===== src/rtl/aes_seq_pkg.sv =====
// Shared encodings and constants for the AES-128 / UART command sequencer.
// Frame = opcode byte followed by BLOCK_BYTES payload bytes, first byte lands in the MSB.
package aes_seq_pkg;

   typedef enum logic [2:0] {
      S_IDLE,
      S_RX_KEY,
      S_RX_PT,
      S_START,
      S_WAIT_CORE,
      S_TX_LOAD,
      S_TX_BYTE,
      S_TX_GAP
   } seq_state_e;

   localparam logic [7:0] OP_KEY      = 8'h4B;
   localparam logic [7:0] OP_ENC      = 8'h45;
   localparam logic [7:0] ERR_BYTE    = 8'h3F;
   localparam logic [7:0] ACK_BYTE    = 8'h4B;
   localparam int         BLOCK_BYTES = 16;
   localparam int         BLOCK_W     = 8 * BLOCK_BYTES;

   // Places a single reply byte where the TX shifter emits first.
   function automatic logic [BLOCK_W-1:0] reply_block(input logic [7:0] b);
      return {b, {(BLOCK_W-8){1'b0}}};
   endfunction

endpackage


===== src/rtl/aes_seq_shreg.sv =====
// 128-bit byte shift register: parallel load, shift-in at the LSB byte, shift-out from the MSB byte.
// Load has priority over shift-in, which has priority over shift-out.
module aes_seq_shreg
   import aes_seq_pkg::*;
(
   input  logic               clk,
   input  logic               rst,
   input  logic               load_i,
   input  logic [BLOCK_W-1:0] load_val_i,
   input  logic               shift_in_i,
   input  logic [7:0]         byte_i,
   input  logic               shift_out_i,
   output logic [BLOCK_W-1:0] q_o
);

   logic [BLOCK_W-1:0] q_q, q_d;

   always_comb begin
      q_d = q_q;
      if (load_i) begin
         q_d = load_val_i;
      end else if (shift_in_i) begin
         q_d = {q_q[BLOCK_W-9:0], byte_i};
      end else if (shift_out_i) begin
         q_d = {q_q[BLOCK_W-9:0], 8'h00};
      end
   end

   always_ff @(posedge clk) begin
      if (rst) begin
         q_q <= '0;
      end else begin
         q_q <= q_d;
      end
   end

   assign q_o = q_q;

endmodule


===== src/rtl/aes_uart_sequencer.sv =====
// Opcode-frame sequencer between the byte UART and the AES-128 core.
// Define SEQ_TIMEOUT_EN to build the inter-byte RX timeout that aborts stalled frames.
module aes_uart_sequencer #(
   parameter int unsigned TIMEOUT_CYCLES = 4800000,
   parameter logic [7:0]  OP_KEY         = 8'h4B,
   parameter logic [7:0]  OP_ENC         = 8'h45
) (
   input  logic         clk,
   input  logic         rst,
   input  logic         uart_rx_ready,
   input  logic [7:0]   uart_data_from_rx,
   input  logic         uart_tx_ready,
   output logic [7:0]   uart_data_to_tx,
   output logic         uart_tx_enable,
   output logic [127:0] aes_key,
   output logic [127:0] aes_din,
   output logic         aes_start,
   input  logic         aes_done,
   input  logic [127:0] aes_dout,
   output logic         key_loaded,
   output logic         overrun,
   output logic         frame_err
);

   import aes_seq_pkg::*;

   seq_state_e state_q, state_d;
   logic [3:0] byte_cnt_q, byte_cnt_d;
   logic [4:0] tx_cnt_q, tx_cnt_d;
   logic       key_loaded_q, key_loaded_d;
   logic       overrun_q, overrun_d;
   logic       frame_err_q, frame_err_d;

   logic               key_shift, pt_shift;
   logic               tx_load, tx_shift, tx_en, start;
   logic [BLOCK_W-1:0] tx_load_val;
   logic [BLOCK_W-1:0] key_q, pt_q, tx_q;
   logic [BLOCK_W-9:0] tx_unused;

`ifdef SEQ_TIMEOUT_EN
   localparam int TO_W = $clog2(TIMEOUT_CYCLES + 1);
   localparam logic [TO_W-1:0] TO_MAX = TO_W'(TIMEOUT_CYCLES - 1);
   logic [TO_W-1:0] to_cnt_q, to_cnt_d;
`else
   logic [31:0] timeout_unused;
   assign timeout_unused = 32'(TIMEOUT_CYCLES);
`endif

   always_comb begin
      state_d      = state_q;
      byte_cnt_d   = byte_cnt_q;
      tx_cnt_d     = tx_cnt_q;
      key_loaded_d = key_loaded_q;
      overrun_d    = overrun_q;
      frame_err_d  = 1'b0;
      key_shift    = 1'b0;
      pt_shift     = 1'b0;
      tx_load      = 1'b0;
      tx_load_val  = '0;
      tx_shift     = 1'b0;
      tx_en        = 1'b0;
      start        = 1'b0;

      case (state_q)
         S_IDLE: begin
            if (uart_rx_ready) begin
               if (uart_data_from_rx == OP_KEY) begin
                  state_d = S_RX_KEY;
               end else if (uart_data_from_rx == OP_ENC) begin
                  state_d = S_RX_PT;
               end else begin
                  tx_load     = 1'b1;
                  tx_load_val = reply_block(ERR_BYTE);
                  tx_cnt_d    = 5'd1;
                  frame_err_d = 1'b1;
                  state_d     = S_TX_BYTE;
               end
            end
         end
         S_RX_KEY: begin
            if (uart_rx_ready) begin
               key_shift  = 1'b1;
               byte_cnt_d = byte_cnt_q + 4'd1;
               if (byte_cnt_q == 4'd15) begin
                  key_loaded_d = 1'b1;
                  tx_load      = 1'b1;
                  tx_load_val  = reply_block(ACK_BYTE);
                  tx_cnt_d     = 5'd1;
                  state_d      = S_TX_BYTE;
               end
            end
         end
         S_RX_PT: begin
            if (uart_rx_ready) begin
               pt_shift   = 1'b1;
               byte_cnt_d = byte_cnt_q + 4'd1;
               if (byte_cnt_q == 4'd15) begin
                  state_d = S_START;
               end
            end
         end
         S_START: begin
            start   = 1'b1;
            state_d = S_WAIT_CORE;
         end
         S_WAIT_CORE: begin
            if (aes_done) begin
               tx_load     = 1'b1;
               tx_load_val = aes_dout;
               state_d     = S_TX_LOAD;
            end
         end
         S_TX_LOAD: begin
            tx_cnt_d = 5'(BLOCK_BYTES);
            state_d  = S_TX_BYTE;
         end
         S_TX_BYTE: begin
            if (uart_tx_ready) begin
               tx_en    = 1'b1;
               tx_shift = 1'b1;
               tx_cnt_d = tx_cnt_q - 5'd1;
               state_d  = S_TX_GAP;
            end
         end
         S_TX_GAP: begin
            state_d = (tx_cnt_q != 5'd0) ? S_TX_BYTE : S_IDLE;
         end
         default: state_d = S_IDLE;
      endcase

      // Bytes arriving while busy are dropped; the FSM never sees them.
      if (uart_rx_ready && state_q != S_IDLE && state_q != S_RX_KEY && state_q != S_RX_PT) begin
         overrun_d = 1'b1;
      end

`ifdef SEQ_TIMEOUT_EN
      to_cnt_d = '0;
      if (state_q == S_RX_KEY || state_q == S_RX_PT) begin
         if (uart_rx_ready) begin
            to_cnt_d = '0;
         end else if (to_cnt_q == TO_MAX) begin
            frame_err_d = 1'b1;
            byte_cnt_d  = 4'd0;
            state_d     = S_IDLE;
         end else begin
            to_cnt_d = to_cnt_q + 1'b1;
         end
      end
`endif
   end

   always_ff @(posedge clk) begin
      if (rst) begin
         state_q      <= S_IDLE;
         byte_cnt_q   <= '0;
         tx_cnt_q     <= '0;
         key_loaded_q <= 1'b0;
         overrun_q    <= 1'b0;
         frame_err_q  <= 1'b0;
      end else begin
         state_q      <= state_d;
         byte_cnt_q   <= byte_cnt_d;
         tx_cnt_q     <= tx_cnt_d;
         key_loaded_q <= key_loaded_d;
         overrun_q    <= overrun_d;
         frame_err_q  <= frame_err_d;
      end
   end

`ifdef SEQ_TIMEOUT_EN
   always_ff @(posedge clk) begin
      if (rst) begin
         to_cnt_q <= '0;
      end else begin
         to_cnt_q <= to_cnt_d;
      end
   end
`endif

   aes_seq_shreg u_key (
      .clk        (clk),
      .rst        (rst),
      .load_i     (1'b0),
      .load_val_i ('0),
      .shift_in_i (key_shift),
      .byte_i     (uart_data_from_rx),
      .shift_out_i(1'b0),
      .q_o        (key_q)
   );

   aes_seq_shreg u_pt (
      .clk        (clk),
      .rst        (rst),
      .load_i     (1'b0),
      .load_val_i ('0),
      .shift_in_i (pt_shift),
      .byte_i     (uart_data_from_rx),
      .shift_out_i(1'b0),
      .q_o        (pt_q)
   );

   aes_seq_shreg u_tx (
      .clk        (clk),
      .rst        (rst),
      .load_i     (tx_load),
      .load_val_i (tx_load_val),
      .shift_in_i (1'b0),
      .byte_i     (8'h00),
      .shift_out_i(tx_shift),
      .q_o        (tx_q)
   );

   assign tx_unused       = tx_q[BLOCK_W-9:0];
   assign uart_data_to_tx = tx_en ? tx_q[BLOCK_W-1 -: 8] : 8'h00;
   assign uart_tx_enable  = tx_en;
   assign aes_start       = start;
   assign aes_key         = key_q;
   assign aes_din         = pt_q;
   assign key_loaded      = key_loaded_q;
   assign overrun         = overrun_q;
   assign frame_err       = frame_err_q;

endmodule

===== config.mk =====
export PLATFORM = sky130hd
export DESIGN_NAME = aes_uart_sequencer
export DESIGN_NICKNAME = d
export VERILOG_FILES = /design/src/rtl/aes_seq_pkg.sv /design/src/rtl/aes_seq_shreg.sv /design/src/rtl/aes_uart_sequencer.sv
export SDC_FILE = /design/constraint.sdc
export NUM_CORES = 1
export LEC_CHECK = 0
export ABC_AREA = 1
export CAP_MARGIN = 20
export CORE_ASPECT_RATIO = 1.2
export CORE_MARGIN = 1
export CORE_UTILIZATION = 44
export CTS_CLUSTER_DIAMETER = 100
export DETAILED_ROUTE_END_ITERATION = 10
export PLACE_DENSITY = 0.83
export SLEW_MARGIN = 20
export SYNTH_ARGS = -nofsm -noshare
export SYNTH_HDL_FRONTEND = slang
export SYNTH_SLANG_ARGS = --single-unit

===== constraint.sdc =====
create_clock -name clk -period 1.7 [get_ports clk]
set_input_delay 0.425 -clock clk [delete_from_list [all_inputs] [get_ports clk]]
set_output_delay 0.425 -clock clk [all_outputs]
set_load 0.03 [all_outputs]

==> flow_metrics.tcl, run 1 <==
set metrics [dict create \
    first_iter_violations 1774 \
    yosysWarnings 0 \
    rows 75 \
    fin_area_mm2 0.0242 \
    syn_to_final_growth_pct 54.7 \
    grt_overflow 0 \
    placedCellCount 3024 \
    fin_util_pct 69.1 \
    first_pass_iters 6 \
    insertion_delay_ns 0.54 \
    synth_area_leader_cell "dfxtp_1" \
    worstReg2RegEnd "u_tx.q_o[61]" \
    synth_fp_nets 2358 \
    wl_per_cell_um 18.0 \
    grt_max_degree 97 \
    core_mm2 0.0350 \
    ff2ff_path_depth 12 \
    antenna_found_initial 1 \
    slew_viol_final 0 \
    layout.nets 2808 \
    r2r_slack_ns -0.18 \
    cts_tree "done" \
    crit_slowest_cell "dfxtp_2" \
    met2_length_um 28000 \
    grt_pass1_wl_um 78800 \
    synthArstFlopShare_pct 0 \
    drv_cap 0 \
    start_util_pct 44.7 \
    num_io_pins 410 \
    criticalPathCategory "reg -> out" \
    crit_arrival_ns 1.60 \
    syn_inst 2215 \
    finalSetupViolCount 262 \
    drc_errors 0 \
    violations "setup timing" \
    holdCritStartpoint "rst" \
    cp_top_family "buffers and inverters" \
    totalWireLength_um 56900 \
    critPathMaxStageDelay_ns 0.33 \
    die_w_um 174 \
    tightest_slew_ns 0.635 \
    root_buffer "clkbuf_16" \
    wl_met1_um 20400 \
    ys.flop_type "dfxtp_1" \
    yosys-top-cells-count "nand2_1 (843), dfxtp_1 (399), nor2_1 (284)" \
    clk_pin_slew_ns 0.06 \
    ys_ff_latch 399 \
    wl_met3_um 5560 \
    top_layer_used "met4" \
    vdd_drop_max_mv 0.911 \
    hold_depth 4 \
    first_global_vias 15600 \
    min_to "byte_cnt_q[3]" \
    gp_congestion 0.923 \
    hp-class "in -> reg" \
    yosys.cell_count.top_type "nand2_1" \
    synth_cell_types 27 \
    grt_usage_pct 26.6 \
    status "complete, but fails checks" \
    numCtsBuffers 41 \
    finalHoldViolations 0 \
    crit_chain "inv_4 -> nand3_4 -> nor2_4 -> inv_8 -> buf_12 -> nor2_4 -> buf_12" \
    layout-drive-gt1-share_pct 25.3 \
    synth_seq_area_share_pct 51.1 \
    tns_ns -21.50 \
    timing.final.crit_share_pct 119 \
    fin_ws_ns -0.326 \
    clock_skew_ns 0.0231 \
    dp_hpwl_um 33000 \
    path_buf_inv 4 \
    syn_area_per_cell_um2 7.06 \
    relSlewSlack_pct 57.7 \
    synth_top_area_share_pct 51.1 \
    r2r_start "state_q[2]" \
    cts.sinks 399 \
    syn_area_mm2 0.0156 \
    cts.htree.levels 2 \
    cp-start-kind "register" \
    rsz0062_at_grt "true" \
    place_area_mm2 0.0207 \
    synth-edff-count 0 \
    cts_buffer_depth 3 \
    io_buffers 409 \
    hold_buffers 0 \
    leakagePower_nw 9.54 \
    vias_per_cell 5.37 \
    end_kind "output port" \
    final.min_clock_period_ns 2.03 \
    max_freq_mhz 494 \
    postRouteAntennaNets 0 \
    yosys-top-cells-area "dfxtp_1 (51%), nand2_1 (20%), a21oi_1 (8.7%), nor2_1 (6.8%), o21ai_0 (5.1%)" \
    power_density_mw_per_mm2 1260 \
    dr_total_vias 17000 \
    final_cells 3160 \
    crit_fanout 4 \
    fp.dieArea_mm2 0.0363 \
    required_ns 1.27 \
    die_h_um 208 \
]
## worst max-delay path by stage
stage,start,to,cells after the start
after detailed placement,uart_data_from_rx[6],u_tx.q_o[110],10
after global routing,state_q[0],uart_data_to_tx[1],7
after CTS,state_q[0],uart_data_to_tx[1],7
after floorplan,state_q[2],uart_data_to_tx[0],7
after global placement,uart_data_from_rx[6],u_tx.q_o[107],10
final,state_q[0],uart_data_to_tx[1],7
## final cells by class
type                            instances  area [µm²]
Multi-Input combinational cell       1617        7670
Inverter                               43         228
Antenna cell                            1        2.50
Clock buffer                           63        1200
Timing Repair inverter                  1        20.0
Sequential cell                       399        8000
Fill cell                            2497       10800
Tap cell                              462         578
Clock inverter                         12         101
Timing Repair Buffer                  562        6390
## worst reg2reg max path: stages (launching register included)
cell and delay [ns]:
dfxtp_4 0.36, buf_4 0.14, buf_8 0.13, nor2_4 0.11, buf_6 0.13, nand2_8 0.06, nor2_4 0.16, nor2_4 0.08
nand2_8 0.14, inv_16 0.09, clkbuf_16 0.18, nand2_1 0.07, a21oi_1 0.08
## cell usage in the layout, fill, tap and decap left out, drive strengths merged, types with 2 or more instances in the layout
master	n
clkdlybuf4s15	202
inv	44
o21ai	159
clkbuf	96
bufbuf	2
xor2	2
nand4	19
clkinvlp	2
ha	2
nand3	24
clkdlybuf4s50	139
nor2	289
a21oi	272
buf	182
nand2	844
clkdlybuf4s18	4
clkinv	9
dfxtp	399
## kinds of logic after synthesis
kind of cell | count (synthesis) | share of synthesized area, %
fa+ha+maj | 2 | 0.160
simple gates | 1179 | 29.1
buf+inv | 199 | 5.52
compound gates | 434 | 13.9
flops | 399 | 51.1
xor+xnor | 2 | 0.112
## per-layer routing
metal,up-vias,global-route usage (%)
met5,-,0
met1,7849,30.1
li1,7948,-
met4,0,14.2
met3,222,7.44
met2,948,45.4
## what timing repair did
action,CTS,global route
setup buffers,15,15
gates resized for setup,824,364
pin swaps,7,60
cloned,6,27
endpoints found under the setup margin,399,248
## metrics by stage
stage,hold WS (ns),total power (W),worst slack (ns)
floorplan,0.451,0.0158,0.0184
global placement,0.452,0.0186,-0.622
detailed placement,0.456,0.0188,-0.752
CTS,0.271,0.0281,-0.362
global route,0.320,0.0315,-0.381
finish,0.301,0.0304,-0.326
## sequential cells by signal, indices dropped and copies added (netlist names)
name / cells
overrun: 1
state_q: 3
frame_err: 1
u_pt.q_o: 128
u_key.q_o: 128
tx_cnt_q: 5
key_loaded: 1
byte_cnt_q: 4
u_tx.q_o: 128
## power breakdown
part / leakage, nW / switching, W / internal [W]
logic: 5.68 / 0.00595 / 0.00453
registers: 3.23 / 0.000707 / 0.0104
clock network: 0.636 / 0.00378 / 0.00503
Power figures use the tool's default switching activity.
==> run 2: changes to the inputs <==
--- a/config.mk
+++ b/config.mk
@@ -6,7 +6,7 @@
 export NUM_CORES = 1
 export LEC_CHECK = 0
 export ABC_AREA = 1
-export CAP_MARGIN = 20
+export CAP_MARGIN = 10
 export CORE_ASPECT_RATIO = 1.2
 export CORE_MARGIN = 1
 export CORE_UTILIZATION = 44
==> constraint.sdc (replaced) <==
create_clock -name clk -period 1.81 [get_ports clk]
set_input_delay 0.4525 -clock clk [delete_from_list [all_inputs] [get_ports clk]]
set_output_delay 0.4525 -clock clk [all_outputs]
set_load 0.03 [all_outputs]
==> run 2 against run 1 <==
Net effect: the flow still finishes with violations (setup timing); first-iteration DRC count is 29% lower; utilization decreased by 6.4 points; via count shrank 6.7%; combinational power fell by 32%; global-route usage decreased by 1.7 points; clock skew down 0.0011 ns; hold slack better by 0.16 ns; critical path depth unchanged; die area is the same; largest power group unchanged; non-clock buffer count decreased by 62; sequential cell count unchanged; critical endpoint is now uart_data_to_tx[5]; routed wire length shrank 15%.
==> flow_metrics.tcl, run 2 (synthesis results as in run 1) <==
set metrics [dict create \
    crit_fanout 7 \
    required_ns 1.36 \
    layout-drive-gt1-share_pct 10.3 \
    final_cells 3095 \
    gp_congestion 0.893 \
    start_util_pct 44.7 \
    num_io_pins 410 \
    die_w_um 174 \
    criticalPathCategory "reg -> out" \
    first_global_vias 14900 \
    tightest_slew_ns 0.680 \
    end_kind "output port" \
    vias_per_cell 5.12 \
    sw_frac_of_total_pct 32.7 \
    final_cell_mix "nand2_1 (838), dfxtp_1 (396), nor2_1 (273)" \
    dp_hpwl_um 32200 \
    p_switching_w 0.00866 \
    max_freq_mhz 474 \
    slew_viol_final 0 \
    min_to "tx_cnt_q[2]" \
    core_mm2 0.0350 \
    violations "setup timing" \
    finalSetupViolCount 10 \
    totalWireLength_um 48100 \
    p_clk_share_pct 33.8 \
    placedCellCount 3009 \
    hold_depth 3 \
    fp.dieArea_mm2 0.0363 \
    cts.htree.levels 2 \
    layout.nets 2746 \
    grt_pass1_wl_um 74200 \
    insertion_delay_ns 0.55 \
    p_int_w 0.0178 \
    cts_buffer_depth 3 \
    whs_ns 0.462 \
    vdd_drop_max_mv 0.928 \
    final.min_clock_period_ns 2.11 \
    timing.final.crit_share_pct 117 \
    cts.sinks 399 \
    dr_total_vias 15800 \
    relSlewSlack_pct 54.7 \
    postRouteAntennaNets 0 \
    leakagePower_nw 9.06 \
    power_density_mw_per_mm2 1210 \
    crit_arrival_ns 1.66 \
    syn_to_final_growth_pct 40.4 \
    first_iter_violations 1256 \
    drc_errors 0 \
    root_buffer "clkbuf_16" \
    r2r_slack_ns 0.04 \
    wl_per_cell_um 15.6 \
    hp-class "in -> reg" \
    antenna_found_initial 2 \
    cts_tree "done" \
    fin_ws_ns -0.299 \
    worstReg2RegEnd "u_tx.q_o[76]" \
    rows 75 \
    clk_pin_slew_ns 0.06 \
    die_h_um 208 \
    clock_skew_ns 0.0220 \
    status "complete, but fails checks" \
    cp-start-kind "register" \
    grt_overflow 0 \
    drv_cap 0 \
    rsz0062_at_grt "true" \
    pwr-share-comb_pct 27.0 \
    p_seq_share_pct 39.1 \
    final_common_cell "nand2_1" \
    io_buffers 409 \
    first_pass_iters 7 \
    finalHoldViolations 0 \
    holdCritStartpoint "rst" \
    r2r_start "state_q[2]" \
    grt_max_degree 148 \
    ff2ff_path_depth 12 \
    numCtsBuffers 41 \
    grt_usage_pct 25.0 \
]
## run 2: cell count changes in the layout (fill, tap and decap cells not counted), moves of 18 or more
cell             before  now
dlygate4sd2_1         0  121
a21oi_1             200  272
nand2_2              35    4
clkdlybuf4s15_2     200   17
clkbuf_2             10   44
a21oi_2              72    0
buf_2                40    0
nand2_4              41    2
clkdlybuf4s15_1       2   73
clkbuf_16            63   45
nand2_1             766  838
## run 2: power groups by stage
stage               registers [W]  logic [W]  clock network (W)
detailed placement         0.0105    0.00701                  0
global placement           0.0105    0.00686                  0
CTS                        0.0103    0.00686            0.00909
floorplan                  0.0114    0.00343                  0
global route               0.0105    0.00776            0.00940
finish                     0.0104    0.00716            0.00895
## run 2: critical path, stage by stage, from the launching register on
cell     delay [ns]
dfxtp_2        0.35
buf_6          0.11
nand3_4        0.08
nor2_4         0.11
buf_12         0.14
inv_12         0.05
nor2_4         0.13
buf_6          0.14
## run 2: worst max-delay path by stage
stage	slack, ns	from	cells after the start	to
6_report	-0.30	state_q[2]	7	uart_data_to_tx[5]
5_1_grt	-0.37	state_q[2]	7	uart_data_to_tx[3]
4_1_cts	-0.35	state_q[2]	7	uart_data_to_tx[3]
3_5_place_dp	-0.63	uart_data_from_rx[5]	11	u_tx.q_o[43]
3_3_place_gp	-0.59	uart_data_from_rx[5]	11	u_tx.q_o[22]
2_1_floorplan	0.04	state_q[0]	7	uart_data_to_tx[0]
## run 2: cell type report
cell class | instances | area, µm²
diodes | 2 | 5.00
clock buffers | 58 | 1220
clock inverters | 13 | 223
fillers | 2954 | 13100
inverters | 43 | 188
multi-input cells | 1617 | 6900
flip-flops and latches | 399 | 7990
well taps | 462 | 578
repair buffers | 500 | 4840
repair inverters | 1 | 6.26
## run 2: per-stage QoR
stage / instance area (µm²) / setup WS [ns] / TNS, ns / power, W / utilization (%)
finish: 21900 / -0.299 / -2.56 / 0.0265 / 62.7
global route: 21900 / -0.366 / -5.57 / 0.0276 / 62.7
CTS: 21900 / -0.354 / -4.54 / 0.0263 / 62.6
detailed placement: 20500 / -0.628 / -107.52 / 0.0175 / 58.7
global placement: 20500 / -0.586 / -103.97 / 0.0173 / 58.7
floorplan: 15700 / 0.0404 / 0 / 0.0148 / -
## run 2: what timing repair did
| action | 4_1_cts | 5_1_grt |
|---|---|---|
| hold buffers | 0 | 0 |
| gates resized for setup | 349 | 148 |
| cloned | 1 | 3 |
| pin swaps | 4 | 6 |
| setup buffers | 8 | 3 |
| setup endpoints to repair | 349 | 317 |
## run 2: metal layers
layer  up-vias  routed length [µm]  share of wire, %  track usage, %
met3       126                4250               8.8            7.20
met5         -                   0                 0               0
met2       662               23600                49            43.1
li1       7803                   -                 -               -
met4         0                2000               4.2            11.6
met1      7240               18300                38            28.3
==> RTL change (settings of run 1) <==
The option `SEQ_TIMEOUT_EN` is turned on by a define.
--- a/src/rtl/aes_uart_sequencer.sv
+++ b/src/rtl/aes_uart_sequencer.sv
@@ -2,2 +2,4 @@
 // Define SEQ_TIMEOUT_EN to build the inter-byte RX timeout that aborts stalled frames.
+`define SEQ_TIMEOUT_EN
+
 module aes_uart_sequencer #(
Formal check against the unedited RTL: same outputs for any inputs over 4 cycles, from zero or initial values and one cycle with rst high; that may be too few to reach the edited logic, so the function may still have changed.
==> RTL change against run 1 <==
The run still ends with setup timing left. Sequential cell count is 23 higher. Synthesized cell count is 8.6% higher. Power is 14% lower. Critical path type is now in2out. Fmax is 1.3% lower. Wire length is 5.2% higher. Worst setup slack worse by 0.026 ns. Area after synthesis is 8.8% higher. Cell area is 3.4% higher.
==> RTL change: results (changes against run 1) <==
metric,value,unit,change
dpl.cell_count,3257,,+7.7%
drt_iter0_markers,1417,,-20%
setup_viol_count_final,119,,-55%
vias,18250,,+7.6%
gp_congestion,0.8847,,-4.1%
pre_cts_slack,-0.4802,ns,+0.2714 ns
postSynthNetCount,2551,,+8.2%
firstDrtPassIters,5,,-1
grt_use_met3,5.689,%,-1.7 points
met3_wirelength,4719,um,-15%
wl,59910,um,+5.2%
track_usage,26.77,%,+0.13 points
failed_checks,setup timing,,
first_global_vias,16806,,+7.8%
layout-drive-gt1-share,23.87,%,-1.4 points
portbufs,409,,unchanged
finalNetCount,3006,,+7.1%
grt_pass1_wl,85800,um,+8.9%
maxUsedRoutingLayer,met4,,
synth_commonest_cells,"sky130_fd_sc_hd__nor2_1 (574), sky130_fd_sc_hd__nand2_1 (518), sky130_fd_sc_hd__dfxtp_1 (422), sky130_fd_sc_hd__o21ai_0 (277), sky130_fd_sc_hd__a21oi_1 (159)",,
cts.clk_slew.worst_paths,0.06,ns,about the same
synth_area_leaders,"sky130_fd_sc_hd__dfxtp_1 (50%), sky130_fd_sc_hd__nor2_1 (13%), sky130_fd_sc_hd__nand2_1 (11%), sky130_fd_sc_hd__o21ai_0 (8.2%), sky130_fd_sc_hd__a21oi_1 (4.7%)",,
setup_skew,0.02943,ns,+0.006369 ns
met2_wirelength,30080,um,+7.6%
cts_max_level,2,,unchanged
syn_area_per_cell,7.069,sq um,+0.18%
critPathMaxStageDelay,0.52,ns,+0.19 ns
worstPathMaxFanout,7,,+3
worst_slew_pin_slew,0.6791,ns,+0.04438 ns
swShare,29.67,%,-4.7 points
grt_busiest_layer,met2,,
ir_drop,0.9113,mV,about the same
antenna_found_initial,5,,+4
worst_path_max_delay_cell,sky130_fd_sc_hd__clkdlybuf4s50_1,,
timing.final.ws_setup,-0.3519,ns,-0.02606 ns
avgRoutedWirePerCell,17.72,um,-1.6%
grt_start_max_net_pins,129,,+33%
min-delay-path-class,in2reg,,
outcome,finished with violations,,
worst_hold_path.num_cells,2,,-2
worst_ep_arrival_time,1.63,ns,+0.03 ns
met1_usage,30.03,%,-0.071 points
cts_made_buffers,43,,+4.9%
worstRegToRegCells,13,,+1
synth-seq-area-share,49.67,%,-1.4 points
ys_types,28,,+3.7%
clock_latency_on_the_worst_skew_pair,0.56,ns,+0.02 ns
leakagePower,10.08,nW,+5.6%
wl_met1,21760,um,+6.8%
use_met2,47.17,%,+1.7 points
detailed_place_hpwl,38230,um,+16%
==> RTL change: cell types whose count changed after synthesis, moves of 9 or more <==
| cell | run 1 | this run |
|---|---|---|
| sky130_fd_sc_hd__nor2_1 | 284 | 574 |
| sky130_fd_sc_hd__dfxtp_1 | 399 | 422 |
| sky130_fd_sc_hd__buf_4 | 14 | 4 |
| sky130_fd_sc_hd__buf_2 | 45 | 68 |
| sky130_fd_sc_hd__nand3_1 | 22 | 140 |
| sky130_fd_sc_hd__inv_1 | 37 | 61 |
| sky130_fd_sc_hd__o21ai_0 | 158 | 277 |
| sky130_fd_sc_hd__nor3_1 | 1 | 10 |
| sky130_fd_sc_hd__nand2_1 | 843 | 518 |
| sky130_fd_sc_hd__a21oi_1 | 272 | 159 |
==> RTL change: timing repair <==
action | 4_1_cts | 5_1_grt
endpoints found under the setup margin | 305 | 267
resized for setup | 841 | 339
gates cloned | 1 | 14
buffers inserted | 10 | 14
pin swaps | 2 | 70
==> RTL change: kinds of logic after synthesis <==
logic type	count (synthesis)	synth area share, %
flip-flops	422	49.67
AND/OR/NAND/NOR	1284	30.24
AO/OA/AOI/OAI	445	13.11
buffers and inverters	238	6.018
XOR/XNOR	13	0.6695
adder cells (fa/ha/maj)	4	0.2943
==> RTL change: area by class of cell <==
type,count,area (sq um)
Antenna cell,6,15.01
Clock buffer,64,1266
Clock inverter,15,198.9
Fill cell,2871,12960
Inverter,68,277.8
Multi-Input combinational cell,1747,8307
Sequential cell,422,8463
Tap cell,480,600.6
Timing Repair Buffer,578,5862
Timing Repair inverter,1,11.26
==> RTL change: final timing paths <==
kind              slack, ns                          to               startpoint
setup / recovery      -0.35          uart_data_to_tx[1]            uart_tx_ready
hold reg to reg        0.46     to_cnt_q[21]$_SDFF_PP0_  to_cnt_q[21]$_SDFF_PP0_
hold / removal         0.15    tx_cnt_q[1]$_SDFFE_PP0P_                      rst
setup reg to reg      -0.19  u_tx.q_o[112]$_SDFFE_PP0P_    state_q[0]$_SDFF_PP0_
==> RTL change: power by group through the flow <==
stage / Sequential (mW) / Combinational (mW) / Clock (mW)
finish: 11.0 / 5.30 / 9.80
detailed placement: 11.2 / 4.91 / 0
floorplan: 11.9 / 1.98 / 0
global placement: 11.2 / 4.83 / 0
global route: 11.1 / 5.65 / 10.3
CTS: 11.0 / 4.86 / 9.87
==> RTL change: stage by stage <==
stage          util, %  area [sq um]  setup TNS (ns)  power (mW)  hold slack, ns
3_3_place_gp     58.70         22290         -101.65       16.02          0.4493
5_1_grt          65.86         25000          -17.84       27.05          0.1552
2_1_floorplan        -         17090        -0.01120       13.91          0.4381
6_report         65.86         25000          -10.56       26.14          0.1523
4_1_cts          63.34         24050          -2.913       25.74          0.1366
3_5_place_dp     58.70         22290         -114.49       16.12          0.4516
